## src/rtl/alu_ctrl.sv

```systemverilog
// Sequencer between a command port and an external ALU with a fixed pipeline latency.
// It owns the accumulator (AC): either loads it directly or runs one ALU operation and captures the result.
module alu_ctrl #(
  parameter int WIDTH   = 16,
  parameter int ALU_LAT = 1
) (
  input  logic             clk,
  input  logic             rst,
  input  logic             cmd_valid,
  output logic             cmd_ready,
  input  logic [2:0]       cmd_op,
  input  logic [WIDTH-1:0] cmd_data,
  input  logic             cmd_ldac,
  output logic [WIDTH-1:0] alu_bus,
  output logic [WIDTH-1:0] alu_ac,
  output logic [2:0]       alu_op,
  input  logic [WIDTH-1:0] alu_result,
  output logic [WIDTH-1:0] ac_out,
  output logic             busy,
  output logic             done,
  output logic [1:0]       fsm_state
);

  // Handshake: a command transfers on a rising edge where cmd_valid and cmd_ready
  // are both 1. cmd_ready is high only in IDLE and outside reset; cmd_valid seen
  // while cmd_ready is low is ignored and never queued.

  typedef enum logic [1:0] {
    ST_IDLE    = 2'd0,
    ST_EXEC    = 2'd1,
    ST_CAPTURE = 2'd2
  } state_t;

  localparam logic [2:0] LAT_LOAD = 3'(ALU_LAT - 1);

  state_t           state;
  logic [2:0]       lat_cnt;
  logic [WIDTH-1:0] ac_q;
  logic             accept;

  assign cmd_ready = (state == ST_IDLE) && !rst;
  assign accept    = cmd_valid && cmd_ready;
  assign ac_out    = ac_q;
  assign fsm_state = state;

  // The counter reaching zero moves the FSM to CAPTURE, so the capture edge lands
  // exactly ALU_LAT edges after accept; with ALU_LAT=1 EXEC is skipped entirely.
  always_ff @(posedge clk) begin
    if (rst) begin
      state   <= ST_IDLE;
      lat_cnt <= 3'd0;
      ac_q    <= '0;
      alu_bus <= '0;
      alu_ac  <= '0;
      alu_op  <= 3'd0;
      busy    <= 1'b0;
      done    <= 1'b0;
    end else begin
      done <= 1'b0;
      case (state)
        ST_IDLE: begin
          if (accept) begin
            if (cmd_ldac) begin
              ac_q <= cmd_data;
              done <= 1'b1;
            end else begin
              alu_bus <= cmd_data;
              alu_op  <= cmd_op;
              alu_ac  <= ac_q;
              lat_cnt <= LAT_LOAD;
              busy    <= 1'b1;
              state   <= (LAT_LOAD == 3'd0) ? ST_CAPTURE : ST_EXEC;
            end
          end
        end
        ST_EXEC: begin
          lat_cnt <= lat_cnt - 3'd1;
          if (lat_cnt <= 3'd1) state <= ST_CAPTURE;
        end
        ST_CAPTURE: begin
          ac_q  <= alu_result;
          done  <= 1'b1;
          busy  <= 1'b0;
          state <= ST_IDLE;
        end
        default: begin
          state <= ST_IDLE;
          busy  <= 1'b0;
        end
      endcase
    end
  end

endmodule
```

## config.mk

```make
export PLATFORM = sky130hd
export DESIGN_NAME = alu_ctrl
export DESIGN_NICKNAME = d
export VERILOG_FILES = /design/src/rtl/alu_ctrl.sv
export SDC_FILE = /design/constraint.sdc
export NUM_CORES = 1
export LEC_CHECK = 0
export ABC_AREA = 1
export ABC_CLOCK_PERIOD_IN_PS = 1400
export CAP_MARGIN = 5
export CORE_MARGIN = 4
export CORE_UTILIZATION = 45
export CTS_BUF_LIST = sky130_fd_sc_hd__clkbuf_16
export CTS_CLUSTER_DIAMETER = 30
export DETAILED_ROUTE_END_ITERATION = 16
export DONT_BUFFER_PORTS = 1
export PLACE_DENSITY = 0.58
export SYNTH_ARGS = -nofsm -noshare
export SYNTH_HDL_FRONTEND = slang
export SYNTH_SLANG_ARGS = --single-unit
```

## constraint.sdc

```tcl
create_clock -name clk -period 1.4 [get_ports clk]
set_clock_uncertainty 0.15 [all_clocks]
set_input_delay 0.07 -clock clk [delete_from_list [all_inputs] [get_ports clk]]
set_output_delay 0.07 -clock clk [all_outputs]
set_load 0.02 [all_outputs]
```

==> impl_metrics.env <==
export IMPL_dieArea_mm2=0.006132
export IMPL_critPathSlowestCell="dfxtp_2"
export IMPL_critPathArrivalTime_ns=1.10
export IMPL_root_buffer="clkbuf_16"
export IMPL_hold_class="input port to flop"
export IMPL_r2r_slack_ns=0.12
export IMPL_antenna_found_initial=0
export IMPL_routed_wirelength_um=5596
export IMPL_path_buf_inv=2
export IMPL_grt_ovfl_total=0
export IMPL_cts_buffer_depth=2
export IMPL_clock_sinks=53
export IMPL_powerDensity_mw_per_mm2=1249
export IMPL_grt_pass1_wl_um=9108
export IMPL_cp_common_cell="buf_4"
export IMPL_status="complete, but fails checks"
export IMPL_ant_nets=0
export IMPL_syn_avg_cell_area_um2=7.724
export IMPL_postCtsSetupBuffers=0
export IMPL_drt_iter0_markers=81
export IMPL_row_count=25
export IMPL_worstPathCellList="buf_4, buf_4"
export IMPL_drc=0
export IMPL_cp_top_family="flip-flops"
export IMPL_hold_ws_ns=-0.3095
export IMPL_critPathMaxFanout=9
export IMPL_drt_vias_per_instance=5.206
export IMPL_initial_core_util=0.4679
export IMPL_grt_usage=0.1878
export IMPL_io_pins=95
export IMPL_hpwl_um=3753
export IMPL_rsz0062_at_grt="no"
export IMPL_cts_tree="built"
export IMPL_first_pass_iters=4
export IMPL_p_leak_nw=0.8809
export IMPL_core_area_mm2=0.004755
export IMPL_clkTransAtPathRegs_ns=0.06
export IMPL_route_vias_total=1817
export IMPL_finalNetCount=321
export IMPL_synth_yosys_warnings=0
export IMPL_grt_pass1_vias=1777
export IMPL_critical_path_startpoint_type="flop"
export IMPL_seq_area_frac_synth=0.4769
export IMPL_violations="negative hold slack"
export IMPL_fmax_ghz=0.7583
export IMPL_wire_per_inst_um=16.03
export IMPL_synthesis_nets=327
export IMPL_die_h_um=78.31
export IMPL_cp_slowest_stage_delay_ns=0.42
export IMPL_portBuffers=0
export IMPL_drv_cap=0
export IMPL_synth_cells=288
export IMPL_synth_cell_area_mm2=0.002225
export IMPL_insertion_delay_ns=0.28
export IMPL_cp_required_ns=1.18
export IMPL_drive_gt1_frac=0.1454
export IMPL_fin_crit_sh=0.9419
export IMPL_vdd_ir_drop_max_v=0.0007166
export IMPL_endpoint_kind="output port"
export IMPL_path_class="flop to output port"
export IMPL_areaGrowthSynthToFinish_pct=8.886
export IMPL_die_w_um=78.31
export IMPL_tns_ns=0
export IMPL_hold_viol=52
export IMPL_final_max_slew_viol_count=0
export IMPL_routabilityCongestion=0.7773
export IMPL_fin_total_pwr_mw=3.024
export IMPL_setup_viol=0
export IMPL_yosys_cell_types_count=19
export IMPL_numCtsBuffers=5
export IMPL_ys_seq_elements=53
export IMPL_h_tree_depth=2
export IMPL_period_needed_ns=1.319
export IMPL_insertedDiodeCount=0
export IMPL_grt_start_max_net_pins=55
-- synth_stat cells --
cell / number / share of area
buf_1: 2 / 0.0034
nand3_4: 1 / 0.0079
nand2_1: 108 / 0.18
clkbuf_1: 4 / 0.0067
buf_2: 7 / 0.016
inv_2: 1 / 0.0017
dfxtp_1: 53 / 0.48
buf_4: 5 / 0.017
nand3_1: 33 / 0.074
conb_1: 1 / 0.0017
a21oi_1: 41 / 0.092
nor2_8: 1 / 0.0090
clkinv_4: 1 / 0.0039
o21bai_4: 1 / 0.0084
a21oi_2: 10 / 0.039
inv_1: 3 / 0.0051
nand3b_1: 1 / 0.0034
buf_6: 4 / 0.020
nand2_2: 11 / 0.031
-- power breakdown --
part	internal (mW)	switching (mW)	leakage, nW
Sequential	1.55	0.0940	0.430
Combinational	0.0870	0.140	0.382
Clock	0.641	0.508	0.0685
-- through the flow --
step | util | std cells | cell area (µm²) | worst slack [ns]
floorplan | - | 288 | 2231 | 0.01157
global placement | 0.4753 | 341 | 2260 | 0.1140
detailed placement | 0.4753 | 341 | 2260 | 0.08169
CTS | 0.5032 | 348 | 2392 | 0.04814
global route | 0.5095 | 349 | 2422 | 0.03324
finish | 0.5095 | 349 | 2422 | 0.08128
-- final timing paths --
path / from / to / depth (start not counted)
worst max-delay path: busy / busy / 2
worst min-delay path: rst / alu_ac[0] / 1
worst max register to register: busy / ac_out[9] / 6
worst min register to register: alu_ac[2] / alu_ac[2] / 2
-- cells by family (layout without fill, tap and decap cells) --
kind of cell           Yosys count  in the layout  share of synthesized area
buffers and inverters           27             21                    0.07368
other                            1              1                   0.001686
AO/OA/AOI/OAI                   52             52                     0.1400
AND/OR/NAND/NOR                155            155                     0.3077
flip-flops                      53             53                     0.4769
-- layout by cell type, fill, tap and decap left out --
| master | Yosys | routed |
|---|---|---|
| clkinv_1 | 0 | 1 |
| inv_1 | 3 | 4 |
| clkinv_8 | 0 | 1 |
| nand3_4 | 1 | 2 |
| nor2_8 | 1 | 1 |
| dfxtp_1 | 53 | 52 |
| dfxtp_2 | 0 | 1 |
| nand2_1 | 108 | 108 |
| nand3b_1 | 1 | 1 |
| nand2_4 | 0 | 1 |
| conb_1 | 1 | 1 |
| buf_12 | 0 | 2 |
| o21bai_4 | 1 | 1 |
| nand2_2 | 11 | 10 |
| inv_2 | 1 | 1 |
| nand3_1 | 33 | 32 |
| clkbuf_16 | 0 | 5 |
| buf_4 | 5 | 6 |
| a21oi_2 | 10 | 10 |
| dlygate4sd3_1 | 0 | 1 |
| a21oi_1 | 41 | 41 |
-- repair_timing --
item                                    4_1_cts  5_1_grt
endpoints found under the setup margin        0        6
hold endpoints to repair                     52       53
gates resized for setup                       0        4
-- routing by layer --
layer	global-route usage	wire length, µm
met2	0.3048	2724
met1	0.2208	2231
met3	0.07913	576
met5	0	0
met4	0.06993	64
-- cell type report --
cell class,count,area [µm²]
Inverter,5,31.28
Clock inverter,2,7.507
Tap cell,67,83.83
Sequential cell,53,1062
Fill cell,478,2332
Clock buffer,5,125.1
Timing Repair Buffer,9,95.09
Multi-Input combinational cell,208,1017
-- registers in the layout (all words and copies together) (netlist names) --
name,flops
alu_ac,16
ac_out,16
done,1
alu_bus,16
alu_op,3
busy,1
Power figures use the tool's default switching activity.
